--- config.mk ---
export PLATFORM = sky130hd
export DESIGN_NAME = cpu_prog_feeder
export DESIGN_NICKNAME = d
export VERILOG_FILES = /design/src/rtl/cpu_pkg.sv /design/src/rtl/cpu_prog_mem.sv /design/src/rtl/cpu_prog_feeder.sv
export SDC_FILE = /design/constraint.sdc
export NUM_CORES = 1
export LEC_CHECK = 0
export CAP_MARGIN = 20
export CORE_MARGIN = 5
export CORE_UTILIZATION = 40
export CTS_CLUSTER_DIAMETER = 50
export CTS_CLUSTER_SIZE = 20
export DETAILED_ROUTE_END_ITERATION = 8
export DONT_BUFFER_PORTS = 1
export PLACE_DENSITY = 0.59
export SKIP_LAST_GASP = 1
export SLEW_MARGIN = 30
export SYNTH_ARGS = -nofsm -noshare
export SYNTH_HDL_FRONTEND = slang
export SYNTH_SLANG_ARGS = --single-unit
--- constraint.sdc ---
create_clock -name clk -period 3 [get_ports clk]
set_input_delay 0.6 -clock clk [delete_from_list [all_inputs] [get_ports clk]]
set_output_delay 0.6 -clock clk [all_outputs]
set_load 0.02 [all_outputs]
--- src/rtl/cpu_pkg.sv ---
// Shared definitions for the cpu core and its program feeder: opcode
// nibbles that carry an operand byte, the idle byte and the feeder states.
package cpu_pkg;

    localparam logic [3:0] OP_STI = 4'b1000;   // store immediate
    localparam logic [3:0] OP_INA = 4'b0110;   // input A
    localparam logic [3:0] OP_INB = 4'b0111;   // input B

    // The core treats this byte as its default / no-op.
    localparam logic [7:0] IDLE_BYTE_DEF = 8'hF0;

    typedef enum logic [1:0] {
        ST_IDLE,
        ST_RUN,
        ST_STEP,
        ST_OPND
    } state_t;

    // True when the opcode in this byte is followed by an operand byte.
    function automatic logic is_two_byte(input logic [7:0] op_byte);
        return (op_byte[7:4] == OP_STI) ||
               (op_byte[7:4] == OP_INA) ||
               (op_byte[7:4] == OP_INB);
    endfunction

endpackage

--- src/rtl/cpu_prog_mem.sv ---
// Program memory: DEPTH x 8 register file, synchronous write, combinational read.
module cpu_prog_mem #(
    parameter int DEPTH = 16,
    parameter int AW    = 4
) (
    input  logic          clk,
    input  logic          i_wr_en,
    input  logic [AW-1:0] i_wr_addr,
    input  logic [7:0]    i_wr_data,
    input  logic [AW-1:0] i_rd_addr,
    output logic [7:0]    o_rd_data
);

    logic [7:0] r_mem [DEPTH];

    // Host write port.
    // NOTE: the array has no reset; the program survives a reset and a reset
    // network on every bit would only cost area.
    always_ff @(posedge clk) begin
        if (i_wr_en) begin
            r_mem[i_wr_addr] <= i_wr_data;
        end
    end

    assign o_rd_data = r_mem[i_rd_addr];

endmodule

--- src/rtl/cpu_prog_feeder.sv ---
// Program feeder for the 8-bit cpu core: holds a small host-loaded program
// and streams it onto the core's input bus one byte per clock, with run,
// single-instruction step and stop. Operand bytes always follow their opcode
// on the very next cycle.
module cpu_prog_feeder
    import cpu_pkg::*;
#(
    parameter int         DEPTH     = 16,
    parameter int         AW        = 4,
    parameter logic [7:0] IDLE_BYTE = IDLE_BYTE_DEF
) (
    input  logic          clk,
    input  logic          reset,      // asynchronous, active low
    input  logic          wr_en,
    input  logic [AW-1:0] wr_addr,
    input  logic [7:0]    wr_data,
    input  logic [AW:0]   prog_len,
    input  logic          start,
    input  logic          step,
    input  logic          stop,
    output logic [7:0]    cpu_in,
    output logic [AW:0]   pc,
    output logic          busy,
    output logic          done,
    output logic          err
);

    state_t      r_state;
    state_t      r_ret;          // state to resume after an operand byte
    logic [AW:0] r_pc;
    logic [AW:0] r_len;
    logic [7:0]  r_cpu_in;
    logic        r_done;
    logic        r_err;
    logic        r_stop_pend;    // stop seen mid-instruction, honoured at its end

    state_t      w_state_nxt;
    state_t      w_ret_nxt;
    logic [AW:0] w_pc_nxt;
    logic [AW:0] w_len_nxt;
    logic [AW:0] w_pc_inc;
    logic [7:0]  w_cpu_in_nxt;
    logic        w_done_nxt;
    logic        w_err_nxt;
    logic        w_stop_nxt;
    logic [7:0]  w_rd_data;
    logic        w_mem_we;

    // Host writes land only while idle so a running program never changes under us.
    assign w_mem_we = wr_en && (r_state == ST_IDLE);
    assign w_pc_inc = r_pc + 1'b1;

    cpu_prog_mem #(
        .DEPTH (DEPTH),
        .AW    (AW)
    ) u_mem (
        .clk       (clk),
        .i_wr_en   (w_mem_we),
        .i_wr_addr (wr_addr),
        .i_wr_data (wr_data),
        .i_rd_addr (r_pc[AW-1:0]),
        .o_rd_data (w_rd_data)
    );

    // State register.
    // NOTE: sequential state uses non-blocking assignments so every register
    // samples the pre-edge values regardless of statement order.
    always_ff @(posedge clk or negedge reset) begin
        if (!reset) begin
            r_state <= ST_IDLE;
        end else begin
            r_state <= w_state_nxt;
        end
    end

    // Datapath registers: issued byte, pc, latched length and status flags.
    always_ff @(posedge clk or negedge reset) begin
        if (!reset) begin
            r_ret       <= ST_IDLE;
            r_pc        <= '0;
            r_len       <= '0;
            r_cpu_in    <= IDLE_BYTE;
            r_done      <= 1'b0;
            r_err       <= 1'b0;
            r_stop_pend <= 1'b0;
        end else begin
            r_ret       <= w_ret_nxt;
            r_pc        <= w_pc_nxt;
            r_len       <= w_len_nxt;
            r_cpu_in    <= w_cpu_in_nxt;
            r_done      <= w_done_nxt;
            r_err       <= w_err_nxt;
            r_stop_pend <= w_stop_nxt;
        end
    end

    // Next-state and next-datapath logic.
    // NOTE: every signal gets a default before the case so no path can leave
    // one unassigned and infer a latch.
    always_comb begin
        w_state_nxt  = r_state;
        w_ret_nxt    = r_ret;
        w_pc_nxt     = r_pc;
        w_len_nxt    = r_len;
        w_cpu_in_nxt = r_cpu_in;
        w_done_nxt   = 1'b0;
        w_err_nxt    = r_err;
        w_stop_nxt   = r_stop_pend;

        unique case (r_state)
            ST_IDLE: begin
                w_cpu_in_nxt = IDLE_BYTE;
                w_stop_nxt   = 1'b0;
                if (start) begin
                    w_len_nxt = prog_len;
                    w_pc_nxt  = '0;
                    w_err_nxt = 1'b0;
                    if (prog_len == '0) begin
                        w_done_nxt = 1'b1;
                    end else begin
                        w_state_nxt = ST_RUN;
                    end
                end else if (step && (r_pc < prog_len)) begin
                    // Stepping samples the length too, so it works straight from reset.
                    w_len_nxt   = prog_len;
                    w_state_nxt = ST_STEP;
                end
            end

            ST_RUN: begin
                if (r_pc == r_len) begin
                    w_cpu_in_nxt = IDLE_BYTE;
                    w_done_nxt   = 1'b1;
                    w_state_nxt  = ST_IDLE;
                end else if (stop) begin
                    // At an instruction boundary here, so stop acts at once.
                    w_cpu_in_nxt = IDLE_BYTE;
                    w_state_nxt  = ST_IDLE;
                end else begin
                    w_cpu_in_nxt = w_rd_data;
                    w_pc_nxt     = w_pc_inc;
                    if (is_two_byte(w_rd_data)) begin
                        w_ret_nxt   = ST_RUN;
                        w_state_nxt = ST_OPND;
                    end
                end
            end

            ST_STEP: begin
                w_cpu_in_nxt = w_rd_data;
                w_pc_nxt     = w_pc_inc;
                if (is_two_byte(w_rd_data)) begin
                    w_ret_nxt   = ST_STEP;
                    w_state_nxt = ST_OPND;
                end else begin
                    w_done_nxt  = (w_pc_inc == r_len);
                    w_state_nxt = ST_IDLE;
                end
            end

            ST_OPND: begin
                w_stop_nxt = r_stop_pend | stop;
                if (r_pc == r_len) begin
                    // Opcode was the last program byte: no operand to issue.
                    w_cpu_in_nxt = IDLE_BYTE;
                    w_err_nxt    = 1'b1;
                    w_done_nxt   = 1'b1;
                    w_stop_nxt   = 1'b0;
                    w_state_nxt  = ST_IDLE;
                end else begin
                    w_cpu_in_nxt = w_rd_data;
                    w_pc_nxt     = w_pc_inc;
                    if ((r_ret == ST_RUN) && !(r_stop_pend || stop)) begin
                        w_state_nxt = ST_RUN;
                    end else begin
                        w_done_nxt  = (r_ret == ST_STEP) && (w_pc_inc == r_len);
                        w_stop_nxt  = 1'b0;
                        w_state_nxt = ST_IDLE;
                    end
                end
            end

            default: begin
                w_state_nxt = ST_IDLE;
            end
        endcase
    end

    assign cpu_in = r_cpu_in;
    assign pc     = r_pc;
    assign busy   = (r_state != ST_IDLE);
    assign done   = r_done;
    assign err    = r_err;

endmodule

After elaboration in Yosys (flattened, before gate mapping)
Memories as Yosys holds them, arrays and structs flattened. Cells that the tools add are included.

Register bits: 25. RAM bits: 128. Output and inout port bits: 16. Memories kept: 1.

Memories: u_mem.r_mem (words 16, bits a word 8, read ports 1, clocked after memory_dff 0, wr ports 1, line cpu_prog_mem.sv:14) `logic [7:0] r_mem [DEPTH];`.

Add/subtract/negate cells: 1. Order comparisons: 1. Equal/unequal tests: 20. Muxes and demuxes: 41. Bitwise gates (word level): 1. Reductions and logical operators: 19.

Operator list (count): one-hot mux 8 bit (4 select lines) (1); 2-to-1 mux 5 bit (6); 2-to-1 mux 8 bit (3); 2-to-1 mux 2 bit (11); one-hot mux 5 bit (4 select lines) (1); 2-to-1 mux 1 bit (14); inequality test 2 bit, second input constant (7); equality test 5 bit (2); equality test 4 x 3 -> 1 bit, second input constant (2); one-hot mux 2 bit (4 select lines) (1); nonzero test 2 bit (4); equality test 2 bit, second input constant (3); AND reduction 3 bit (2); adder 5 x 1 -> 5 bit, second input constant (1); zero test 5 bit (1); less-than comparator 5 bit (1); AND reduction 5 bit (1); equality test 2 x 1 -> 1 bit, second input constant (2); equality test 4 bit, second input constant (1); logical AND 1 bit (4); inequality test 4 bit, second input constant (1); one-hot mux 1 bit (2 select lines) (2); one-hot mux 1 bit (4 select lines) (1); one-hot mux 2 bit (2 select lines) (1); other kinds (8) (10).

Depth between registers and ports, before layout
Gate-level depths: netlist of run 1. An unclocked memory read counts as a cell.

Word-level depth: 8. Mapped depth: 10. Mapped depth without buffers: 8.

Cells and area by module
A second synthesis of run 1 with hierarchy kept.

Cell total of the unflattened synthesis: 375. Area, all modules: 6602.6 um2.

By module, submodules not included: cpu_prog_mem (times used 1, cells an instance 221, area an instance 4987.3 um2, seq. area each 3843.7 um2); cpu_prog_feeder (times used 1, cells an instance 154, area an instance 1615.3 um2, seq. area each 630.6 um2).

Least setup slack after synthesis of run 1
Ideal clock, no wire load.

Path type: register -> register. Start: register r_pc[1], in the netlist pc[1]. End: register r_ret[1]. Setup time: 118 ps. Arrival: 2495 ps. Data required time: 2882 ps. Slack: 386 ps. Stages on the path, launching flop included: 9. Clock period less this slack: 2614 ps. Path through: dfrtp_1 > buf_6 > buf_12 > mux4_2 > a22o_1 > a211o_1 > o32ai_4 > a21oi_2 > o2bb2a_4.

Word-level cells in the longest chain between the ends: 6.

RTL lines: start: declaration (line cpu_prog_feeder.sv:30) `logic [AW:0] r_pc;`; start signal: assignment (line cpu_prog_feeder.sv:88) `r_pc <= w_pc_nxt;`; memory (16 x 8 bit); equality test 4 bit / equality test 4 x 3 -> 1 bit (equally long branches) (line cpu_pkg.sv:21, cpu_pkg.sv:22); logical OR 1 bit (line cpu_pkg.sv:21) `return (op_byte[7:4] == OP_STI) ||`; logical OR 1 bit (line cpu_pkg.sv:22) `(op_byte[7:4] == OP_INA) ||`; inequality test 2 bit (no line); AND reduction 5 bit (no line) *; end signal: assignment (line cpu_prog_feeder.sv:87) `r_ret <= w_ret_nxt;`; end: declaration (line cpu_prog_feeder.sv:29) `state_t r_ret;`.

Mark *: on every way between the ends. The rest lies on a longest branch, timed or not. A chain may end at the register's enable or synchronous reset.

Worst setup path in the final report of run 1
Same ends and word-level chain as after synthesis.

==> impl_metrics.tcl, run 1 <==
set metrics [dict create \
    synth_sequential_area_ratio_pct 68.6 \
    dr.first_iter.drc_count 261 \
    power.internal_uw 4650 \
    die_w_um 138 \
    maxSlewHeadroom_pct 66.3 \
    clock.fmax_mhz 379 \
    finalMaxSlewViolations 0 \
    cp_top_family "compound AO/OA/AOI/OAI gates" \
    crit_path_end_kind "flip-flop" \
    track_usage_pct 15.1 \
    synth_nets 418 \
    grt_setup_unrepaired "no" \
    finalSetupTns_ns 0 \
    drive_above_1_share_pct 23.8 \
    num-nets-final 448 \
    cap_violations 0 \
    p_comb_share_pct 25.7 \
    p_switching_uw 1870 \
    path_buf_inv 1 \
    synth_area_leaders "edfxtp_1 59%, mux4_2 10%, dfrtp_1 8.1%" \
    antenna_cells 0 \
    power_density_nw_per_um2 866 \
    synthArstFlopShare_pct 16.3 \
    worstSetupPathType "reg -> reg" \
    total_power_uw 6520 \
    synth_edf_count 128 \
    slowest_stage "mux4_2" \
    viasPerCell 5.32 \
    tightest_slew_ns 0.502 \
    htreeDepth 4 \
    setup_ws_ns 0.363 \
    final_core_util_pct 47.3 \
    die_h_um 138 \
    top_level_ports 39 \
    setup_violations 0 \
    p_seq_share_pct 41.1 \
    vias 3428 \
    grt_pass1_wl_mm 20.7 \
    status "complete, no violations" \
    synthTopCellsByCount "128 x edfxtp_1, 29 x mux4_2, 22 x nor2_1" \
    cp-start-kind "flip-flop" \
    synth_most_common_cell "edfxtp_1" \
    initial_core_util_pct 40.9 \
    crit_chain "buf_4, mux4_2, o22ai_1, a31oi_1, a211o_1, o32ai_4, a21oi_2, o2bb2a_4" \
    finalClockSkew_ns 0.00822 \
    yosysTopAreaCellShare_pct 58.9 \
    synth.cell_area_um2 6530 \
    gr-total-overflow 0 \
    finalCriticalPeriod_ns 2.64 \
    cts_tree "done" \
    clockBufferDepth 2 \
    die-area_um2 19000 \
    arrival_ns 2.94 \
    synthCells 385 \
    avgSynthCellArea_um2 17.0 \
    ir_drop_mv 0.459 \
    antenna_found_initial 0 \
    firstDrtPassIters 4 \
    grt_max_degree 25 \
    drt-wirelength-per-cell_um 20.5 \
    synth_flop_cell "edfxtp_1" \
    critPathRequiredTime_ns 3.30 \
    dpl.hpwl_mm 9.08 \
    grt_pass1_vias 3548 \
    coreArea_um2 15900 \
    clk_pin_slew_ns 0.06 \
    hold_violations 0 \
    yosys.area.top_type "edfxtp_1" \
    ant_nets 0 \
    cts.sinks 153 \
    drc_errors 0 \
    syn2layout_area_growth_pct 15.5 \
    max_stage_delay_ns 0.52 \
    yosys_warnings 0 \
    hp-class "in -> async" \
    ys_ff_latch 153 \
    insertion_delay_ns 0.41 \
    dp_slack_ns 0.389 \
    p_clk_share_pct 33.1 \
    critical_path.max_fanout 12 \
    synthDistinctLibCells 52 \
    switching_share_pct 28.7 \
    whs_ns 0.0287 \
    io_buffers 0 \
    wl_mm 13.2 \
    rows 46 \
    gp_congestion 0.807 \
    p_leak_uw 0.00257 \
    post-route-period-util_pct 87.9 \
    cts_buffers 17 \
    cts-root-buf "clkbuf_16" \
]
-- through the flow --
stage          instance area, um2  instances
2_1_floorplan                6530        385
3_3_place_gp                 6900        610
3_5_place_dp                 6900        610
4_1_cts                      7530        644
5_1_grt                      7530        644
6_report                     7530        644
-- repair_timing --
item | 4_1_cts | 5_1_grt
endpoints found under the hold margin | 24 | 0
endpoints found under the setup margin | 0 | 0
hold buffers | 2 | 0
buffers inserted | 0 | 0
gates resized for setup | 0 | 0
-- flip-flops by register name, indices dropped and copies added, names as in the netlist --
register,flops
r_ret,2
u_mem.r_mem,128
cpu_in,8
r_stop_pend,1
r_len,5
err,1
done,1
pc,5
r_state,2
-- path summary, 6_finish.rpt --
check	startpoint	to	slack, ns	depth (start not counted)
worst max register to register	pc[1]	r_ret[1]	0.36	8
worst min register to register	r_stop_pend	r_stop_pend	0.50	1
worst max-delay path	pc[1]	r_ret[1]	0.36	8
worst min-delay path	reset	cpu_in[7]	0.03	0
min in group clk	wr_data[1]	u_mem.r_mem[10][1]	0.28	0
max in group asynchronous	reset	cpu_in[4]	2.16	2
-- power by group through the flow --
stage	Clock [uW]	Combinational [uW]	Sequential, uW
detailed placement	0	1680	2730
floorplan	0	1350	2660
global placement	0	1670	2730
CTS	2220	1700	2690
global route	2310	1840	2710
finish	2160	1680	2680
-- kinds of logic after synthesis --
group / share of synthesized area, %
compound gates: 6.44
xor+xnor: 1.07
fa+ha+maj: 1.92
buf+inv: 2.36
flops: 68.6
mux: 13.9
simple gates: 5.71
-- routing by layer --
metal	track usage, %	vias up	share of wire [%]	routed length (um)
met5	0	-	0	0
met4	6.26	0	0.89	117
li1	-	1577	-	-
met3	3.83	8	5.2	683
met1	19.5	1770	44	5810
met2	24.4	73	50	6600
-- cell type report --
class                   count  area [um2]
clock inverters             6         115
fillers                  1329        8410
repair buffers             29         233
inverters                  14        52.6
well taps                 216         270
clock buffers              26         489
multi-input cells         200        1900
flip-flops and latches    153        4480
-- cells in the final DEF, fill, tap and decap left out, types with 3 or more instances in the layout --
cell type,instances
xor2_1,5
ha_1,10
nand3_1,6
nand2b_1,4
and2_1,4
nor3_1,8
o22ai_1,6
nand2_1,13
mux4_1,4
mux4_2,29
inv_1,14
a21o_1,3
edfxtp_1,128
mux2_2,9
buf_4,27
bufinv_16,3
a31oi_1,4
a21oi_1,14
clkbuf_16,17
nor2b_1,8
o21ai_0,10
o31ai_1,5
dfrtp_1,19
clkbuf_8,3
clkbuf_1,6
nor2_1,22
mux2i_1,5
dfstp_2,4
xnor2_1,3
(Power assumes the default switching activity.)
==> run 2: changes to the inputs <==
--- a/config.mk
+++ b/config.mk
@@ -5,6 +5,7 @@
 export SDC_FILE = /design/constraint.sdc
 export NUM_CORES = 1
 export LEC_CHECK = 0
+export ABC_AREA = 1
 export CAP_MARGIN = 20
 export CORE_MARGIN = 5
 export CORE_UTILIZATION = 40
==> run 2 against run 1 <==
Die area is 4.9% higher. Synthesized cell count is 70% higher. Count of clock-buffer cells in the layout is 8 lower. Synthesized area is 5.3% higher. Power is 10% higher. Combinational power is 36% higher. Critical path type unchanged. First-iteration DRC count is 18% higher. Critical endpoint is now r_state[0]. Clock power is 2% higher. Largest power group unchanged. Sequential power hardly changed. Fmax is 10% higher. Design area is 3.6% higher. Global-route usage is 1.5 points higher.
==> impl_metrics.tcl, run 2 <==
set metrics [dict create \
    use_met3_pct 4.27 \
    largest_register_ffs 128 \
    slowest_stage "buf_4" \
    yosys.area.top_type "edfxtp_1" \
    io_buffers 0 \
    synth.cell_area_um2 6870 \
    clk_pin_slew_ns 0.06 \
    synth_most_common_cell "nand2_1" \
    drive_above_1_share_pct 9.80 \
    arrival_ns 2.76 \
    holdCritStartpoint "wr_data[6]" \
    dpl_cell_area_um2 7160 \
    post-route-period-util_pct 79.8 \
    htreeDepth 4 \
    clockBufferDepth 2 \
    final_cell_mix "139 x nand2_1, 128 x edfxtp_1, 76 x nor2_1, 73 x inv_1, 56 x o21ai_0" \
    coreArea_um2 17100 \
    num-nets-final 704 \
    synth_edf_count 128 \
    ant_nets 0 \
    cp-start-kind "flip-flop" \
    synthTopCellsByCount "139 x nand2_1, 128 x edfxtp_1, 76 x nor2_1" \
    grt_pass1_vias 4499 \
    gp_congestion 0.855 \
    crit_chain "buf_4, buf_4, nand2_1, o211ai_1, nand3_1, nand3_1, nand2_1, o21ai_1, nand3_1, nand3_1, nand2_1, nand2_1" \
    synth_nets 688 \
    synthDistinctLibCells 36 \
    tightest_slew_ns 0.722 \
    die-area_um2 19900 \
    syn2layout_area_growth_pct 13.6 \
    fin_area_um2 7800 \
    finalSetupTns_ns 0 \
    finalClockSkew_ns 0.00631 \
    cap_violations 0 \
    grt_setup_unrepaired "no" \
    critPathRequiredTime_ns 3.36 \
    rows 48 \
    initial_core_util_pct 40.3 \
    crit_start "pc[0]" \
    mostFrequentLayoutCell "nand2_1" \
    n_fill_cell 1596 \
    largest-register "u_mem.r_mem" \
    yosysTopAreaCellShare_pct 56.0 \
    dr.first_iter.drc_count 307 \
    insertion_delay_ns 0.43 \
    die_w_um 141 \
    grt_pass1_wl_mm 24.8 \
    cp_top_family "buffers and inverters" \
    setup_ws_ns 0.606 \
    p_leak_uw 0.00314 \
    dp_slack_ns 0.650 \
    maxSlewHeadroom_pct 51.7 \
    hold_violations 0 \
    max_stage_delay_ns 0.43 \
    status "complete, no violations" \
    antenna_found_initial 0 \
    drt-wirelength-per-cell_um 17.2 \
    cts.sinks 153 \
    finalCriticalPeriod_ns 2.39 \
    ff_latch_area_um2 4480 \
    die_h_um 141 \
    power_density_nw_per_um2 920 \
    finalMaxSlewViolations 0 \
    path_buf_inv 2 \
    grt_use_met2_pct 26.3 \
    cts_tree "done" \
    viasPerCell 5.05 \
    top_usage_layer "met2" \
    drc_errors 0 \
    crit_path_end_kind "flip-flop" \
    dpl.hpwl_mm 10.5 \
    track_usage_pct 16.6 \
    multiInputGateArea_um2 1950 \
    hp-class "in -> reg" \
    grt_max_degree 44 \
    synth_area_leaders "edfxtp_1 56%, dfrtp_1 7.7%, nand2_1 7.6%" \
    antenna_cells 0 \
    firstDrtPassIters 5 \
    grt_use_met1_pct 21.7 \
    synth_sequential_area_ratio_pct 65.1 \
    synthArstFlopShare_pct 16.3 \
    r2r-start "pc[0]" \
    cts-root-buf "clkbuf_16" \
    cts_resized 0 \
    avgSynthCellArea_um2 10.5 \
    vias 4586 \
    clock.fmax_mhz 418 \
    worstSetupPathType "reg -> reg" \
    synth_flop_cell "edfxtp_1" \
    cts_buffers 17 \
    ir_drop_mv 0.469 \
    setup_violations 0 \
    final_core_util_pct 45.8 \
    critical_path.max_fanout 43 \
    yosys_warnings 0 \
    ys_ff_latch 153 \
    synthCells 655 \
    top_level_ports 39 \
    gr-total-overflow 0 \
    wl_mm 15.6 \
]
-- run 2: cell count changes in the layout (fill, tap and decap cells not counted), moves of 10 or more --
cell,previous run,this run
nand3_1,6,55
o21ai_0,10,56
nor2_1,22,76
inv_1,14,73
a21oi_1,14,4
nand2_1,13,139
mux4_2,29,0
-- run 2: timing repair --
action,4_1_cts,5_1_grt
buffers inserted,0,0
hold buffers,2,0
hold endpoints to repair,25,0
-- run 2: worst reg2reg max path: stages, from the launching register on --
cell and delay [ns]:
dfrtp_2 0.37, buf_4 0.43, buf_4 0.43, nand2_1 0.09, o211ai_1 0.09, nand3_1 0.09, nand3_1 0.13, nand2_1 0.11
o21ai_1 0.21, nand3_1 0.17, nand3_1 0.11, nand2_1 0.05, nand2_1 0.05
-- run 2: logic make-up after synthesis --
group,count (synthesis),share of synthesized area (%)
simple gates,289,17.8
compound gates,91,7.49
flops,153,65.1
fa+ha+maj,10,1.82
xor+xnor,10,1.27
buf+inv,102,6.50
-- run 2: metrics by stage --
step                      hold WS, ns  std cells  power [uW]
after floorplan                 0.304        655        4490
after global placement          0.305        875        5000
after detailed placement        0.305        875        5010
after CTS                       0.249        909        7230
after global routing            0.245        909        7630
final                           0.266        909        7180
-- run 2: metal layers --
metal / vias to the layer above / routed length [um]
li1: 2243 / -
met1: 2197 / 6970
met2: 124 / 7550
met3: 22 / 802
met4: 0 / 312
met5: - / 0
-- run 2: path summary, 6_finish.rpt --
check | slack, ns | to | depth (start not counted)
hold / removal | 0.27 | u_mem.r_mem[14][6] | 0
max in group asynchronous | 2.18 | cpu_in[5] | 2
min in group asynchronous | 0.60 | err | 2
hold reg to reg | 0.50 | r_stop_pend | 2
setup / recovery | 0.61 | r_state[0] | 12
setup reg to reg | 0.61 | r_state[0] | 12
-- run 2: report_power, final --
| group | switching [uW] | total (uW) | internal [uW] |
|---|---|---|---|
| sequential | 197 | 2700 | 2500 |
| combinational | 1550 | 2280 | 732 |
| clock | 820 | 2200 | 1380 |
| total | 2570 | 7180 | 4610 |
-- run 2: final cells by class --
class / instances / share of cell area [%]
clock buffers: 18 / 5.50
clock inverters: 14 / 2.31
inverters: 75 / 3.61
multi-input cells: 400 / 25.0
flip-flops and latches: 153 / 57.4
well taps: 225 / 3.61
repair buffers: 24 / 2.66
